<file path="src/rtl/imem_loader_pkg.sv">
// imem_loader_pkg: shared definitions for the instruction-memory loader.
//   Holds the loader FSM state encoding, the frame length-field width and a
//   helper that decides whether a received payload length fits in memory.
package imem_loader_pkg;

  // Width of the big-endian length field at the head of every frame.
  localparam int LEN_W = 16;

  typedef enum logic [2:0] {
    ST_IDLE   = 3'd0,
    ST_LEN_HI = 3'd1,
    ST_LEN_LO = 3'd2,
    ST_DATA   = 3'd3,
    ST_CSUM   = 3'd4,
    ST_DONE   = 3'd5,
    ST_ERR    = 3'd6
  } state_t;

  // True when a payload of n bytes fits in a memory of max_bytes bytes.
  function automatic logic len_fits(input logic [LEN_W-1:0] n, input int unsigned max_bytes);
    return {{(32-LEN_W){1'b0}}, n} <= max_bytes;
  endfunction

endpackage

</file>
<file path="src/rtl/imem_loader.sv">
// imem_loader: writes a framed byte stream (LEN_HI, LEN_LO, payload, CSUM) into
//   the byte-wide instruction memory, payload byte k at address k.
// Latency: memory write is combinational from the accepted byte; done/error and
//   cpu_hold release are visible one cycle after the final (CSUM) transfer.
// Backpressure: never stalls while loading (in_ready=1 in LEN_HI..CSUM); in_ready=0
//   in IDLE/DONE/ERR, so bytes offered there are simply not consumed.
// Ports:
//   clk, rst_n            clock, synchronous active-low reset
//   start                 one-cycle load request (ignored while busy)
//   in_valid/in_ready/in_data   byte stream
//   mem_we/mem_addr/mem_wdata   byte write port of the instruction memory
//   busy, done, error     load status (done/error sticky until next start)
//   cpu_hold              core held unless last load finished cleanly
//   load_len              payload length from the last received header
module imem_loader
  import imem_loader_pkg::*;
#(
  parameter int MEM_BYTES = 1024  // power of two; also the largest accepted payload
) (
  input  logic              clk,
  input  logic              rst_n,
  input  logic              start,
  input  logic              in_valid,
  input  logic [7:0]        in_data,
  output logic              in_ready,
  output logic              mem_we,
  output logic [31:0]       mem_addr,
  output logic [7:0]        mem_wdata,
  output logic              busy,
  output logic              done,
  output logic              error,
  output logic              cpu_hold,
  output logic [LEN_W-1:0]  load_len
);

  localparam int AW = $clog2(MEM_BYTES);

  state_t            state;
  state_t            state_nxt;
  logic [LEN_W-1:0]  count;
  logic [LEN_W-1:0]  len_q;
  logic [7:0]        len_hi;
  // Only the low byte of the running sum is ever compared, so the
  // accumulator is kept at 8 bits (identical to a wider sum mod 256).
  logic [7:0]        sum;
  logic              done_q;
  logic              error_q;
  logic              xfer;
  logic              restart;
  logic [LEN_W-1:0]  len_word;

  assign xfer     = in_valid & in_ready;
  assign len_word = {len_hi, in_data};
  assign restart  = start & ((state == ST_IDLE) | (state == ST_DONE) | (state == ST_ERR));

  // State register
  always_ff @(posedge clk) begin
    if (!rst_n) state <= ST_IDLE;
    else        state <= state_nxt;
  end

  // Next-state logic
  always_comb begin
    state_nxt = state;
    case (state)
      ST_IDLE, ST_DONE, ST_ERR: begin
        if (start) state_nxt = ST_LEN_HI;
      end
      ST_LEN_HI: begin
        if (xfer) state_nxt = ST_LEN_LO;
      end
      ST_LEN_LO: begin
        if (xfer) begin
          if (len_word == '0)                              state_nxt = ST_CSUM;
          else if (len_fits(len_word, MEM_BYTES))          state_nxt = ST_DATA;
          else                                             state_nxt = ST_ERR;
        end
      end
      ST_DATA: begin
        // Last payload byte: the count after this edge equals N.
        if (xfer && (count + 16'd1 == len_q)) state_nxt = ST_CSUM;
      end
      ST_CSUM: begin
        if (xfer) state_nxt = ST_DONE;
      end
      default: state_nxt = ST_IDLE;
    endcase
  end

  // Output logic
  always_comb begin
    in_ready = 1'b0;
    busy     = 1'b0;
    case (state)
      ST_LEN_HI, ST_LEN_LO, ST_DATA, ST_CSUM: begin
        in_ready = 1'b1;
        busy     = 1'b1;
      end
      default: begin
        in_ready = 1'b0;
        busy     = 1'b0;
      end
    endcase
    mem_we    = (state == ST_DATA) & in_valid;
    mem_addr  = {{(32-AW){1'b0}}, count[AW-1:0]};
    mem_wdata = in_data;
    cpu_hold  = ~((state == ST_DONE) & ~error_q);
  end

  // Header capture, byte counter, checksum and sticky status flags
  always_ff @(posedge clk) begin
    if (!rst_n) begin
      count   <= '0;
      len_q   <= '0;
      len_hi  <= '0;
      sum     <= '0;
      done_q  <= 1'b0;
      error_q <= 1'b0;
    end else if (restart) begin
      count   <= '0;
      sum     <= '0;
      done_q  <= 1'b0;
      error_q <= 1'b0;
    end else if (xfer) begin
      case (state)
        ST_LEN_HI: len_hi <= in_data;
        ST_LEN_LO: begin
          len_q <= len_word;
          if (!len_fits(len_word, MEM_BYTES)) begin
            done_q  <= 1'b1;
            error_q <= 1'b1;
          end
        end
        ST_DATA: begin
          count <= count + 16'd1;
          sum   <= sum + in_data;
        end
        ST_CSUM: begin
          done_q  <= 1'b1;
          error_q <= (in_data != sum);
        end
        default: ;
      endcase
    end
  end

  assign done     = done_q;
  assign error    = error_q;
  assign load_len = len_q;

endmodule
</file>
<file path="config.mk">
export PLATFORM = sky130hd
export DESIGN_NAME = imem_loader
export DESIGN_NICKNAME = d
export VERILOG_FILES = /design/src/rtl/imem_loader_pkg.sv /design/src/rtl/imem_loader.sv
export SDC_FILE = /design/constraint.sdc
export NUM_CORES = 1
export LEC_CHECK = 0
export CORE_UTILIZATION = 45
export DETAILED_ROUTE_END_ITERATION = 8
export DONT_BUFFER_PORTS = 1
export PLACE_DENSITY = 0.71
export SETUP_SLACK_MARGIN = 0.5
export SKIP_LAST_GASP = 1
export SLEW_MARGIN = 20
export SYNTH_ARGS = -nofsm -noshare
export SYNTH_HDL_FRONTEND = slang
export SYNTH_SLANG_ARGS = --single-unit
</file>
<file path="constraint.sdc">
create_clock -name clk -period 3.35 [get_ports clk]
set_clock_uncertainty 0.05 [all_clocks]
set_input_delay 0 -clock clk [delete_from_list [all_inputs] [get_ports clk]]
set_output_delay 0 -clock clk [all_outputs]
set_load 0.01 [all_outputs]
</file>
==> flow_metrics.py <==
metrics = {
    "status": {
        "outcome": "complete, no violations",
    },
    "cts": {
        "clk_pin_slew_worst_paths_ns": 0.11,
        "h-tree-depth": 2,
        "ctsHoldBuffers": 12,
        "insertion_delay_ns": 0.32,
        "cts_buffers": 5,
        "ctsResizeCount": 0,
        "root_buffer": "clkbuf_8",
        "post_cts_buffers": 0,
        "cts.sinks": 53,
        "cts_tree": "built",
        "cts_max_path_buffers": 2,
    },
    "placement": {
        "dpl_cell_area_um2": 3300,
        "dp.cells": 508,
        "gp_congestion": 0.874,
        "dp_hpwl_um": 5830,
        "port-buffer-count": 0,
    },
    "global_routing": {
        "grt_overflow": 0,
        "grt_max_degree": 29,
        "grt_pass1_vias": 2606,
        "antenna_found_initial": 0,
        "track_usage_pct": 20.7,
        "grt_pass1_wl_um": 13400,
    },
    "routing": {
        "avgRoutedWirePerCell_um": 15.5,
        "firstDrtPassIters": 4,
        "antenna_left": 0,
        "drt-total-wl_um": 8190,
        "vias": 2854,
        "drc": 0,
        "drtIter0Drc": 116,
        "routed_via_density": 5.41,
    },
    "sta": {
        "fmax_ghz": 0.413,
        "fin_crit_sh_pct": 72.3,
        "setup_viol": 0,
        "finalMaxSlewViolations": 0,
        "hold_violations": 0,
        "rsz0062_at_grt": "false",
        "finalSetupTns_ns": 0,
        "maxSlewHeadroom_pct": 47.7,
        "fin_crit_ns": 2.42,
        "worst_pin_slew_ns": 0.782,
    },
    "yosys": {
        "syn-mean-instance-area_um2": 7.75,
        "synth.distinct_cells": 50,
        "synth-seq-area-share_pct": 30.4,
        "syn_area_um2": 3490,
        "synth_seq_cells": 53,
        "ys.warnings.count": 0,
        "synthCells": 450,
    },
    "pwr": {
        "ir_worst_vdd_mv": 0.215,
        "p_leak_nw": 1.26,
        "p_per_area_nw_per_um2": 454,
        "power_w": 0.00159,
    },
    "finish": {
        "final_cells": 528,
        "multi_input_area_um2": 2060,
        "area_growth_pct": 0.574,
        "num-fill-cells": 747,
        "register_area_um2": 1060,
        "nets": 449,
        "num_antenna_cells": 0,
        "mostFrequentLayoutCells": "nand2_1 (69), dfxtp_1 (53), nor2_1 (45), xnor2_1 (27), a21boi_0 (25)",
        "post-route-util_pct": 47.6,
        "drive_gt1_share_pct": 4.43,
        "layout_commonest_cell": "nand2_1",
        "stdcell_area_um2": 3510,
    },
    "die": {
        "start_util_pct": 47.3,
        "rows": 31,
        "die_area_um2": 8100,
        "coreArea_um2": 7370,
        "die_h_um": 90.0,
        "die-width_um": 90.0,
        "ios": 74,
    },
    "critical_path": {
        "arrival_ns": 2.63,
        "critPathKind": "flip-flop to flip-flop",
        "crit_chain": "nand2b_1 > or3_1 > nand2_1 > a21boi_0 > dlygate4sd3_1",
        "cp_slowest_cell": "dfxtp_1",
        "slowest_delay_ns": 0.74,
        "cp-start-kind": "flip-flop",
        "cp-end-kind": "flip-flop",
        "worstPathRequired_ns": 3.56,
        "crit_fanout": 19,
    },
    "flow_run": {
        "maxCapViolCount": 0,
    },
    "min_path": {
        "hp-class": "primary input to flip-flop",
    },
}
power breakdown:
group          leakage, nW  switching [W]  internal [W]
Combinational        0.788       0.000274      0.000160
Sequential           0.428       0.000104      0.000674
Clock               0.0456       0.000230      0.000150
layer usage:
| layer | track usage, % | routed length, um | vias up |
|---|---|---|---|
| met1 | 26.4 | 3540 | 1345 |
| li1 | - | - | 1420 |
| met5 | 0 | 0 | - |
| met3 | 5.25 | 626 | 8 |
| met4 | 6.99 | 91 | 0 |
| met2 | 33.7 | 3930 | 81 |
layout make-up:
type,count,share of cell area [%]
multi-input combinational,345,58.8
sequential,53,30.3
timing repair buffer,15,4.07
tap,99,3.53
clock buffer,6,2.07
inverter,8,0.857
clock inverter,2,0.393
cell usage after synthesis, drive strengths merged:
master | count | area share [%]
a211oi | 4 | 1.0
o211ai | 1 | 0.22
and2b | 1 | 0.22
nand2 | 69 | 7.4
o2bb2ai | 2 | 0.50
or3 | 3 | 0.54
nand4b | 1 | 0.25
ha | 8 | 2.9
nor4 | 6 | 1.1
nand3 | 15 | 2.7
nor4b | 2 | 0.50
nand3b | 2 | 0.43
nand4 | 6 | 1.9
a2111oi | 2 | 0.68
dfxtp | 53 | 30
nor2b | 6 | 1.1
clkbuf | 18 | 2.0
and2 | 3 | 0.54
nor3 | 17 | 2.8
fa | 1 | 0.57
or2 | 2 | 0.36
nor2 | 45 | 4.8
a211o | 2 | 0.50
nand2b | 7 | 1.3
xor2 | 17 | 4.3
xnor2 | 27 | 6.8
and4 | 1 | 0.25
inv | 8 | 0.86
mux2i | 1 | 0.29
conb | 1 | 0.11
nor3b | 1 | 0.22
o21ai | 18 | 2.6
and3 | 3 | 0.54
a311oi | 1 | 0.25
a21boi | 25 | 5.4
a31oi | 1 | 0.18
buf | 47 | 9.8
a21o | 2 | 0.43
a21oi | 17 | 2.4
o2111ai | 2 | 0.50
o21a | 2 | 0.43
worst max-delay path: cells and delay by family, from the launching register on:
family / cells / cell delay [ns]
buffers and inverters: 1 / 0.57
AOI/OAI and AO/OA: 1 / 0.17
DFF: 1 / 0.74
and+or+nand+nor: 3 / 0.82
path summary, 6_finish.rpt:
path | from | to | slack (ns) | depth (start not counted)
setup reg to reg | state[0] | load_len[4] | 0.93 | 5
hold reg to reg | sum[3] | sum[3] | 0.41 | 2
hold / removal | in_data[7] | sum[7] | 0.01 | 4
setup / recovery | state[0] | load_len[4] | 0.93 | 5
sequential cells by signal (all words and copies together) (netlist names):
name,cells
len_hi,8
load_len,16
count,16
error,1
done,1
sum,8
state,3
through the flow:
step | worst slack, ns | hold slack (ns)
finish | 0.927 | 0.0107
global route | 0.753 | 0.0264
CTS | 0.913 | 0.00502
detailed placement | 0.925 | -0.0498
global placement | 1.01 | -0.0498
floorplan | 1.23 | 0.0418
logic make-up (layout without fill, tap and decap cells):
kind of cell,after synthesis,count (layout),synth area share [%]
buf+inv,73,31,12.7
xor+xnor,44,44,11.1
flops,53,53,30.4
other cells,1,22,0.108
compound gates,79,79,15.1
fa+ha+maj,9,9,3.45
mux,1,1,0.287
simple gates,190,190,26.9
Power figures use the tool's default switching activity.
